===== src/rtl/seg_pkg.sv =====
// Shared constants and types for the 4-digit multiplexed 7-segment driver.
// Segment encodings are active-low, bit order {g,f,e,d,c,b,a}.
package seg_pkg;

  localparam int unsigned DIGITS = 4;
  localparam int unsigned NIB_W  = 4;
  localparam int unsigned SEG_W  = 7;
  localparam int unsigned BCD_W  = DIGITS * NIB_W;

  localparam logic [SEG_W-1:0] SEG_DIGIT [0:9] = '{
    7'b1000000,  // 0
    7'b1111001,  // 1
    7'b0100100,  // 2
    7'b0110000,  // 3
    7'b0011001,  // 4
    7'b0010010,  // 5
    7'b0000010,  // 6
    7'b1111000,  // 7
    7'b0000000,  // 8
    7'b0010000   // 9
  };

  localparam logic [SEG_W-1:0]  SEG_DASH = 7'b0111111;
  localparam logic [SEG_W-1:0]  SEG_OFF  = 7'b1111111;
  localparam logic [DIGITS-1:0] AN_OFF   = 4'b1111;

  typedef enum logic {
    GAP  = 1'b0,
    SHOW = 1'b1
  } scan_state_e;

endpackage


===== src/rtl/bcd_to_seg.sv =====
// Combinational BCD to active-low 7-segment decoder; non-BCD codes show a dash.
module bcd_to_seg
  import seg_pkg::*;
(
  input  logic [NIB_W-1:0] bcd_i,
  input  logic             blank_i,
  output logic [SEG_W-1:0] seg_o
);

  always_comb begin
    seg_o = SEG_DASH;
    if (blank_i) begin
      seg_o = SEG_OFF;
    end else if (bcd_i <= 4'd9) begin
      seg_o = SEG_DIGIT[bcd_i];
    end
  end

endmodule


===== src/rtl/seven_seg_scanner.sv =====
// Time-multiplexed 4-digit common-anode display driver with anti-ghosting gap
// and optional leading-zero blanking. All pin outputs are registered.
module seven_seg_scanner
  import seg_pkg::*;
#(
  parameter int unsigned REFRESH_DIV = 100000,
  parameter int unsigned BLANK_CYC   = 1000
) (
  input  logic              clk,
  input  logic              rst_n,
  input  logic              load,
  input  logic [NIB_W-1:0]  thousands,
  input  logic [NIB_W-1:0]  hundreds,
  input  logic [NIB_W-1:0]  tens,
  input  logic [NIB_W-1:0]  ones,
  input  logic              blank_lz,
  output logic [DIGITS-1:0] an,
  output logic [SEG_W-1:0]  seg,
  output logic              dp,
  output logic              frame_done
);

  localparam int unsigned CNT_W = (REFRESH_DIV > 1) ? $clog2(REFRESH_DIV) : 1;
  localparam logic [CNT_W-1:0] CNT_MAX  = CNT_W'(REFRESH_DIV - 1);
  localparam logic [CNT_W-1:0] GAP_LAST = CNT_W'(BLANK_CYC - 1);

  logic [CNT_W-1:0]  cnt_q, cnt_d;
  logic [1:0]        idx_q, idx_d;
  logic [BCD_W-1:0]  shadow_q, shadow_d;
  logic [BCD_W-1:0]  disp_q, disp_d;
  scan_state_e       state_q, state_d;
  logic [DIGITS-1:0] an_q, an_d;
  logic [SEG_W-1:0]  seg_q, seg_d;
  logic              frame_done_q, frame_done_d;

  logic              wrap_c;
  logic [NIB_W-1:0]  nib_c;
  logic [DIGITS-1:0] lz_c;
  logic              blank_c;
  logic [SEG_W-1:0]  dec_seg_c;

  assign wrap_c = (cnt_q == CNT_MAX);

  // Slot timing and data path; disp only follows shadow at a slot boundary.
  always_comb begin
    cnt_d    = wrap_c ? '0 : cnt_q + CNT_W'(1);
    idx_d    = wrap_c ? idx_q + 2'd1 : idx_q;
    shadow_d = load ? {thousands, hundreds, tens, ones} : shadow_q;
    disp_d   = wrap_c ? shadow_q : disp_q;
  end

  always_ff @(posedge clk) begin
    if (!rst_n) begin
      cnt_q    <= '0;
      idx_q    <= '0;
      shadow_q <= '0;
      disp_q   <= '0;
    end else begin
      cnt_q    <= cnt_d;
      idx_q    <= idx_d;
      shadow_q <= shadow_d;
      disp_q   <= disp_d;
    end
  end

  always_ff @(posedge clk) begin
    if (!rst_n) begin
      state_q <= GAP;
    end else begin
      state_q <= state_d;
    end
  end

  always_comb begin
    state_d = state_q;
    case (state_q)
      GAP:     if (cnt_q == GAP_LAST) state_d = SHOW;
      SHOW:    if (wrap_c)            state_d = GAP;
      default: state_d = GAP;
    endcase
  end

  // Digit mux and leading-zero detection: a digit blanks only if it and all higher digits are 0.
  always_comb begin
    case (idx_q)
      2'd0:    nib_c = disp_q[3:0];
      2'd1:    nib_c = disp_q[7:4];
      2'd2:    nib_c = disp_q[11:8];
      default: nib_c = disp_q[15:12];
    endcase
    lz_c[3] = (disp_q[15:12] == 4'd0);
    lz_c[2] = lz_c[3] && (disp_q[11:8] == 4'd0);
    lz_c[1] = lz_c[2] && (disp_q[7:4] == 4'd0);
    lz_c[0] = 1'b0;
    blank_c = blank_lz && lz_c[idx_q];
  end

  bcd_to_seg u_dec (
    .bcd_i   (nib_c),
    .blank_i (blank_c),
    .seg_o   (dec_seg_c)
  );

  always_comb begin
    an_d         = AN_OFF;
    seg_d        = SEG_OFF;
    frame_done_d = (idx_q == 2'd3) && wrap_c;
    if (state_q == SHOW) begin
      an_d  = ~(4'b0001 << idx_q);
      seg_d = dec_seg_c;
    end
  end

  always_ff @(posedge clk) begin
    if (!rst_n) begin
      an_q         <= AN_OFF;
      seg_q        <= SEG_OFF;
      frame_done_q <= 1'b0;
    end else begin
      an_q         <= an_d;
      seg_q        <= seg_d;
      frame_done_q <= frame_done_d;
    end
  end

  assign an         = an_q;
  assign seg        = seg_q;
  assign frame_done = frame_done_q;
  assign dp         = 1'b1;

endmodule


===== config.mk =====
export PLATFORM = sky130hd
export DESIGN_NAME = seven_seg_scanner
export DESIGN_NICKNAME = d
export VERILOG_FILES = /design/src/rtl/seg_pkg.sv /design/src/rtl/bcd_to_seg.sv /design/src/rtl/seven_seg_scanner.sv
export SDC_FILE = /design/constraint.sdc
export NUM_CORES = 1
export LEC_CHECK = 0
export ABC_AREA = 1
export BUFFER_PORTS_ARGS = -buffer_cell sky130_fd_sc_hd__buf_2
export CAP_MARGIN = 20
export CELL_PAD_IN_SITES_DETAIL_PLACEMENT = 1
export CELL_PAD_IN_SITES_GLOBAL_PLACEMENT = 2
export CORE_AREA = 2 2 98 100
export DETAILED_ROUTE_END_ITERATION = 10
export DIE_AREA = 0 0 100 102
export GPL_TIMING_DRIVEN = 0
export PLACE_DENSITY_LB_ADDON = 0.12
export SLEW_MARGIN = 20
export SYNTH_ARGS = -nofsm -noshare
export SYNTH_HDL_FRONTEND = slang
export SYNTH_SLANG_ARGS = --single-unit

===== constraint.sdc =====
create_clock -name clk -period 1.95 [get_ports clk]
set_input_delay 0.0975 -clock clk [delete_from_list [all_inputs] [get_ports clk]]
set_output_delay 0.0975 -clock clk [all_outputs]
set_load 0.01 [all_outputs]

After elaboration in Yosys (flattened, before gate mapping)
Memory sizes are Yosys's and may differ from the RTL's.
Index checks and enable logic that the tools add are counted.
Operators by class
  reduce and logical (&&, ||, !) cells: 12
  order comparisons: 3
  mux-type cells: 9
  shift operators: 1
  equality and inequality tests: 5
  add/subtract/negate cells: 2
  bitwise gates (word level): 5
Operators with widths (count)
  two-way mux 7 bit: 3
  adder 17 x 1 -> 17 bit (second input constant): 1
  equality test 17 x 10 -> 1 bit (second input constant): 1
  equality test 17 bit (second input constant): 1
  zero test 4 bit: 3
  one-hot mux 4 bit (3 select lines): 1
  greater-or-equal comparator 5 bit (second input constant): 1
  inverter 4 -> 5 bit: 1
  equality test 2 bit (second input constant): 2
  less-or-equal comparator 4 bit (second input constant): 1
  logical AND 1 bit: 4
  inverter 4 bit: 1
  OR reduction 4 bit: 1
  << shifter 1 x 2 -> 4 bit (first input constant): 1
  < comparator 2 x 3 -> 1 bit (second input constant): 1
  two-way mux 1 bit: 3
  inverter 1 bit: 3
  OR reduction 3 bit: 1
  adder 2 x 1 -> 2 bit (second input constant): 1
  binary-select mux 1 bit (select 2 bit): 1
  equality test 2 x 1 -> 1 bit (second input constant): 1
  zero test 2 bit: 1
  one-hot mux 1 bit (2 select lines): 1
  AND reduction 2 bit: 1
  OR reduction 2 bit: 1
Word-level totals
  memories: 1
  ROM bits: 112
  logic and storage cells: 47
  bits in registers: 64
  output and inout port bits: 13
Memories
  (name not given): words 16, width 7, rd ports 1, clocked after memory_dff 0, wr ports 0, line bcd_to_seg.sv:15  | seg_o = SEG_DIGIT[bcd_i];

Depth between registers and ports, before layout
Gate-level depths: netlist of run 1.
  word-level depth: 7
  mapped depth: 12
  depth with buffers taken out: 12

Cells and area by module
Synthesis of run 1 repeated with hierarchy kept, for this count alone.
Second synthesis, totals
  cells, all modules: 423
  area, all modules: 3067.9 um^2
By module, submodules not included
  seven_seg_scanner: seq. area each 1281.2 um^2, times used 1, area each 2847.7 um^2, cells an instance 386
  bcd_to_seg: seq. area each 0.0 um^2, times used 1, area each 220.2 um^2, cells an instance 37

Least setup slack after synthesis of run 1
OpenSTA, ideal clock, no wires.
  kind: register to register
  start: register idx_q[0]
  end: register seg_q[3], in the netlist seg[3]
  stages on the path, launching flop included: 12
  slack: 155 ps
  period minus slack after synthesis: 1795 ps
  data arrival time: 1671 ps
  required time: 1827 ps
  cell sequence: dfxtp_1 > inv_1 > ha_1 > nand2_1 > nand2_1 > o21ai_1 > inv_1 > ha_1 > nand3_1 > nor2_1 > nor2_1 > nand3_1
Between the ends
  cells in the longest elaborated chain, start to end: 6
Ends and longest elaborated chain
  start: declaration: line seven_seg_scanner.sv:28  | logic [1:0] idx_q, idx_d;
  start signal: assignment: line seven_seg_scanner.sv:60  | idx_q <= idx_d;
  equality test 2 bit (tied with other cells): line seven_seg_scanner.sv:85  | case (idx_q)
  one-hot mux 4 bit (3 select lines): line seven_seg_scanner.sv:85
  inverter 4 -> 5 bit (not written as such): line bcd_to_seg.sv:15
  memory (16 x 7 bit)
  two-way mux 7 bit (not written as such) (2 in a row): line bcd_to_seg.sv:15
  end signal: assignment: line seven_seg_scanner.sv:121  | seg_q <= seg_d;
  end: declaration: line seven_seg_scanner.sv:33  | logic [SEG_W-1:0] seg_q, seg_d;
Several ways; a longest one is shown, not always the timed one. The select of a mux whose other input is x is not followed.
A chain may end at the register's enable or synchronous reset.

Final worst setup path of run 1
  start: register idx_q[1]
  end: register seg_q[5], in the netlist seg[5]
Same word-level chain as after synthesis.

==> results of run 1 <==
## sequential cells by signal, indices dropped and copies added, names as in the netlist
register / cells
state_q: 1
an: 4
cnt_q: 17
frame_done: 1
seg: 7
shadow_q: 16
disp_q: 16
idx_q: 2
## worst paths after layout
check | from | end | slack (ns) | cells after the start
min | load | shadow_q[14] | 0.12 | 3
max | idx_q[1] | seg[5] | 0.17 | 11
max reg2reg | idx_q[1] | seg[5] | 0.17 | 11
min reg2reg | cnt_q[0] | cnt_q[0] | 0.45 | 1
## what timing repair did
item	in CTS	in global routing
pin swaps	0	3
gates resized for setup	5	6
setup endpoints to repair	7	7
setup buffers	0	3
hold buffers	16	0
endpoints found under the hold margin	16	0
## kinds of logic after synthesis
group / synth area share [%]
buffers and inverters: 8.45
xor gates and xnor gates: 2.45
adders and majority gates: 3.94
other: 0.131
DFF: 44.9
AOI/OAI and AO/OA: 5.08
and+or+nand+nor: 35.1
## Yosys cell counts
library cell,instances,area (µm²)
nand2_1,105,394
nor2_1,98,368
dfxtp_1,64,1280
inv_1,43,161
nand3_1,20,100
o21ai_0,18,90.1
a21oi_1,9,45.0
ha_1,9,113
xor2_1,8,70.1
clkbuf_1,6,22.5
nand4_1,5,31.3
nor3_1,4,20.0
buf_6,3,33.8
nand2_2,3,18.8
buf_4,2,15.0
nor2_2,2,12.5
nor2_4,2,22.5
nor3b_1,2,15.0
o21ai_1,2,10.0
buf_2,1,5.00
conb_1,1,3.75
inv_2,1,3.75
nand3_2,1,10.0
nor3_2,1,10.0
## cell usage in the layout, fill, tap and decap left out, types with 6 or more instances in the layout
| master | Yosys | final |
|---|---|---|
| dlygate4sd3_1 | 0 | 16 |
| ha_1 | 9 | 6 |
| dfxtp_1 | 64 | 62 |
| clkbuf_8 | 0 | 9 |
| nand3_1 | 20 | 20 |
| nand2_1 | 105 | 105 |
| xor2_1 | 8 | 8 |
| buf_2 | 1 | 32 |
| clkbuf_1 | 6 | 6 |
| a21oi_1 | 9 | 9 |
| nor2_1 | 98 | 97 |
| o21ai_0 | 18 | 18 |
| inv_1 | 43 | 42 |
## routing by layer
metal  vias up  part of all wire, %  GRT usage (%)
li1       1374                    -              -
met1      1183                   53           21.3
met2        32                   43           23.1
met3         9                  2.1           2.67
met4         0                  1.5           5.69
met5         -                    0              0
## worst register-to-register path, cell delays in order, from the launching register on
cell and delay, ns:
dfxtp_4 0.37, inv_1 0.09, ha_2 0.21, nand2_1 0.07, nand2_1 0.07, o21ai_2 0.20
inv_1 0.09, ha_1 0.20, nand3_1 0.08, nor2_1 0.05, nor2_2 0.14, nand3_1 0.09
## final cells by class
type,count,share of cell area (%)
inverter,44,4.62
buffer,12,2.13
sequential,64,36.0
clock buffer,9,3.46
tap,111,3.88
timing repair buffer,50,9.44
multi-input combinational,290,37.8
clock inverter,7,2.69
## through the flow
| stage | setup slack, ns | util [%] | total power, µW | std cells |
|---|---|---|---|---|
| global route | -0.0142 | 39.3 | 2860 | 587 |
| finish | 0.166 | 39.3 | 2740 | 587 |
| floorplan | 0.155 | - | 1430 | 410 |
| CTS | 0.00232 | 38.9 | 2790 | 584 |
| global placement | -0.192 | 34.6 | 1470 | 552 |
| detailed placement | -0.205 | 34.6 | 1470 | 552 |
## report_power, final
part	internal [µW]	leakage, µW	switching (µW)	total, µW
combinational	57.2	0.00104	58.4	116
sequential	1330	0.000522	16.2	1350
clock	722	0.000113	555	1280
total	2110	0.00168	629	2740
==> results.toml, run 1 <==
[placed_design]
routabilityCongestion = 0.765
dp.final_hpwl_um = 5420
place_area_um2 = 3150
port_buffers = 31

[worst_setup_path]
cp.required_ns = 2.17
critPathCaptureType = "register"
worstPathCellList = "inv_1 > ha_2 > nand2_1 > nand2_1 > o21ai_2 > inv_1 > ha_1 > nand3_1 > nor2_1 > nor2_2 > nand3_1"
crit_family = "simple AND/OR/NAND/NOR gates"
cp-start-kind = "register"
crit_slowest_cell = "dfxtp_4"
crit_path_max_incr_delay_ns = 0.37
worst-path-buf-inv = 2
arrival_ns = 2.00
critPathKind = "register to register"
crit_fanout = 5

[synthesis]
synth_cell_types = 24
syn_area_per_cell_um2 = 6.97
ys_seq_area_share_pct = 44.9
syn_inst = 410
yosys_register_bits = 64
synth_warnings = 0
synth.net_count = 439
netlist_area_um2 = 2860

[worst_hold_path]
hold_path.class = "primary input to register"

[floorplan]
pin_count = 33
dieArea_um2 = 10200
rows = 35
chipHeight_um = 102
core_area_um2 = 9110
start_util_pct = 31.4
die_w_um = 100

[layout]
finalNetCount = 500
diodes = 0
syn_to_final_growth_pct = 25.3
multi_input_area_um2 = 1350
fillCellCount = 1165
final-seq-area_um2 = 1290
design_area_um2 = 3580
drive_above_1_share_pct = 15.8

[sta]
finalHoldViolCount = 0
worst_pin_slew_ns = 0.503
finalCritPeriodShare_pct = 91.5
max_freq_mhz = 561
setup-tns-final_ns = 0
slew_headroom_pct = 66.5
hold_ws_ns = 0.118
fin_crit_ns = 1.78
finalSetupViolCount = 0
slew_violations = 0
finalClockSkew_ns = 0.00697

[power]
peakVddDrop_v = 0.000385
p_leak_uw = 0.00168
powerDensity_nw_per_um2 = 766

[detailed_routing]
routed_wirelength_um = 7240
wl_per_cell_um = 12.3
ant_nets = 0
dr.pass1.iters = 4
via_per_inst = 4.43
drc = 0
drt_iter0_markers = 47
num_vias = 2598

[clock_network]
cts_root_buf = "clkbuf_8"
insertion_delay_ns = 0.33
cts_buffers = 9
h-tree-depth = 3
tritoncts = "done"
clk_path_buf_depth = 2
clkSinkCount = 64
path_clk_slew_ns = 0.08

[global_routing]
grt_use_total_pct = 15.1
grt_max_degree = 13
grt_pass1_vias = 2471
grt_overflow_total = 0
grt_pass1_wl_um = 11900
antenna_found_initial = 0

[run_status]
status = "finished clean"

[flow_run]
cap_viol_max_count = 0
Power figures use the tool's default switching activity.
==> inputs of run 2 (changes only) <==
--- a/config.mk
+++ b/config.mk
@@ -14,8 +14,10 @@
 export DETAILED_ROUTE_END_ITERATION = 10
 export DIE_AREA = 0 0 100 102
 export GPL_TIMING_DRIVEN = 0
-export PLACE_DENSITY_LB_ADDON = 0.12
+export PLACE_DENSITY_LB_ADDON = 0.1
+export RECOVER_POWER = 50
 export SLEW_MARGIN = 20
 export SYNTH_ARGS = -nofsm -noshare
 export SYNTH_HDL_FRONTEND = slang
 export SYNTH_SLANG_ARGS = --single-unit
+export TNS_END_PERCENT = 5
==> run 2 against run 1 <==
- global-route usage rose by 0.49 points
- register-to-register slack about the same
- critical path depth grew 1
- sequential share of layout area up 0.51 points
- count of clock-buffer cells in the layout rose by 3
- sequential power hardly changed
- non-clock buffer count shrank 1
- total power fell by 5.1%
- critical path type unchanged
- largest power group unchanged
- highest routed layer unchanged
==> results.toml, run 2 (synthesis gave the netlist of run 1 again) <==
[worst_setup_path]
r2r_slack_ns = 0.17
worst-path-buf-inv = 3
worstPathCellList = "inv_1 > ha_2 > nand2_1 > nand2_1 > o21ai_2 > buf_4 > ha_1 > inv_1 > nand2_1 > nand2_1 > nand2_2 > nand3_1"
crit_path_max_incr_delay_ns = 0.37
cp.required_ns = 2.18
arrival_ns = 2.01
crit_slowest_cell = "dfxtp_2"
crit_family = "simple AND/OR/NAND/NOR gates"
critPathCaptureType = "register"
critPathKind = "register to register"
crit_fanout = 6
path_common_cell = "nand2_1"
cp-start-kind = "register"

[layout]
diodes = 0
final_cell_mix = "nand2_1 (106), nor2_1 (97), dfxtp_1 (62), inv_1 (42)"
reg_top3 = "cnt_q (17), disp_q (16), shadow_q (16)"
final_common_cell = "nand2_1"
drive_above_1_share_pct = 11.6
design_area_um2 = 3510
regMostFlops = "cnt_q"
largest_reg_flops = 17
stdcell_count = 585
finalNetCount = 499
syn_to_final_growth_pct = 23.0

[placed_design]
port_buffers = 31
place_area_um2 = 3150
dp_cells = 552
routabilityCongestion = 0.779
dp.final_hpwl_um = 5270

[power]
power_frac_clock_pct = 43.6
p_switching_uw = 591
finalPower_uw = 2600
peakVddDrop_v = 0.000259
seq_power_share_pct = 52.0
powerDensity_nw_per_um2 = 740
p_comb_share_pct = 4.4
p_int_uw = 2010
swShare_pct = 22.7
p_leak_uw = 0.00164

[sta]
finalSetupViolCount = 0
rsz0062_at_grt = "no"
fin_crit_ns = 1.78
slew_violations = 0
slew_headroom_pct = 64.2
max_freq_mhz = 561
finalCritPeriodShare_pct = 91.4
finalHoldViolCount = 0
finalClockSkew_ns = 0.00971
worst_pin_slew_ns = 0.536

[clock_network]
h-tree-depth = 3
cts_buffers = 9
clkSinkCount = 64
tritoncts = "done"
clk_path_buf_depth = 2
insertion_delay_ns = 0.35
cts_root_buf = "clkbuf_8"
path_clk_slew_ns = 0.07

[global_routing]
top_usage_layer = "met2"
grt_max_degree = 11
globalRouteMet1Util_pct = 20.6
grt_pass1_vias = 2610
met2_usage_pct = 24.3
grt.met3_usage_pct = 3.56
grt_use_total_pct = 15.6
antenna_found_initial = 0
grt_pass1_wl_um = 12200
grt_overflow_total = 0

[run_status]
status = "finished clean"

[detailed_routing]
num_vias = 2619
wl_per_cell_um = 12.4
via_per_inst = 4.48
drc = 0
routed_wirelength_um = 7270
ant_nets = 0
dr.pass1.iters = 4
drt_iter0_markers = 50

[floorplan]
core_area_um2 = 9110
start_util_pct = 31.4
chipHeight_um = 102
pin_count = 33
rows = 35
die_w_um = 100
dieArea_um2 = 10200

[worst_hold_path]
hold_path.class = "primary input to register"

[flow_run]
cap_viol_max_count = 0
## run 2: cell types whose count changed in the layout (fill, tap and decap cells not counted), moves of 2 or more
| cell | before | now |
|---|---|---|
| clkbuf_1 | 6 | 21 |
| clkinv_4 | 3 | 0 |
| dfxtp_2 | 0 | 2 |
| dfxtp_4 | 2 | 0 |
| buf_2 | 32 | 19 |
## run 2: worst paths after layout
path | cells after the start | to | start
setup reg to reg | 12 | seg[1] | idx_q[1]
hold / removal | 3 | shadow_q[1] | load
hold reg to reg | 1 | cnt_q[0] | cnt_q[0]
setup / recovery | 12 | seg[1] | idx_q[1]
## run 2: per-layer routing
layer	up-vias	part of all wire [%]
li1	1374	-
met1	1193	52
met2	41	43
met3	11	3.3
met4	0	1.8
met5	-	0
## run 2: cell type report
| cell class | count | area, µm² |
|---|---|---|
| Inverter | 44 | 165 |
| Timing Repair Buffer | 49 | 314 |
| Multi-Input combinational cell | 290 | 1350 |
| Clock buffer | 12 | 145 |
| Fill cell | 1192 | 5590 |
| Sequential cell | 64 | 1280 |
| Tap cell | 111 | 139 |
| Buffer | 12 | 76.3 |
| Clock inverter | 3 | 42.5 |
## run 2: power by group through the flow
stage	Sequential, µW	Clock, µW	Combinational [µW]
floorplan	1370	0	54.9
global placement	1380	0	91.9
detailed placement	1380	0	93.4
CTS	1350	1180	119
global route	1360	1240	134
finish	1350	1130	115
## run 2: worst register-to-register path: cells and delay by family (launching register included)
family | cells | cell delay [ns]
simple gates | 6 | 0.50
flops | 1 | 0.37
compound gates | 1 | 0.17
fa+ha+maj | 2 | 0.36
buf+inv | 3 | 0.29
## run 2: per-stage QoR
step / setup slack, ns / utilization, % / hold slack, ns / TNS, ns
after global routing: 0.00188 / 38.6 / 0.137 / 0
after global placement: -0.188 / 34.6 / 0.317 / -0.679
final: 0.168 / 38.6 / 0.104 / 0
after detailed placement: -0.197 / 34.6 / 0.327 / -0.986
after CTS: 0.00482 / 38.6 / 0.0976 / 0
after floorplan: 0.155 / - / 0.232 / 0
## run 2: repair_timing
| item | in CTS | in global routing |
|---|---|---|
| hold endpoints to repair | 16 | 0 |
| pin swaps | 0 | 3 |
| endpoints found under the setup margin | 7 | 7 |
| setup buffers | 0 | 2 |
| hold buffers | 16 | 0 |
| gates resized for setup | 5 | 5 |
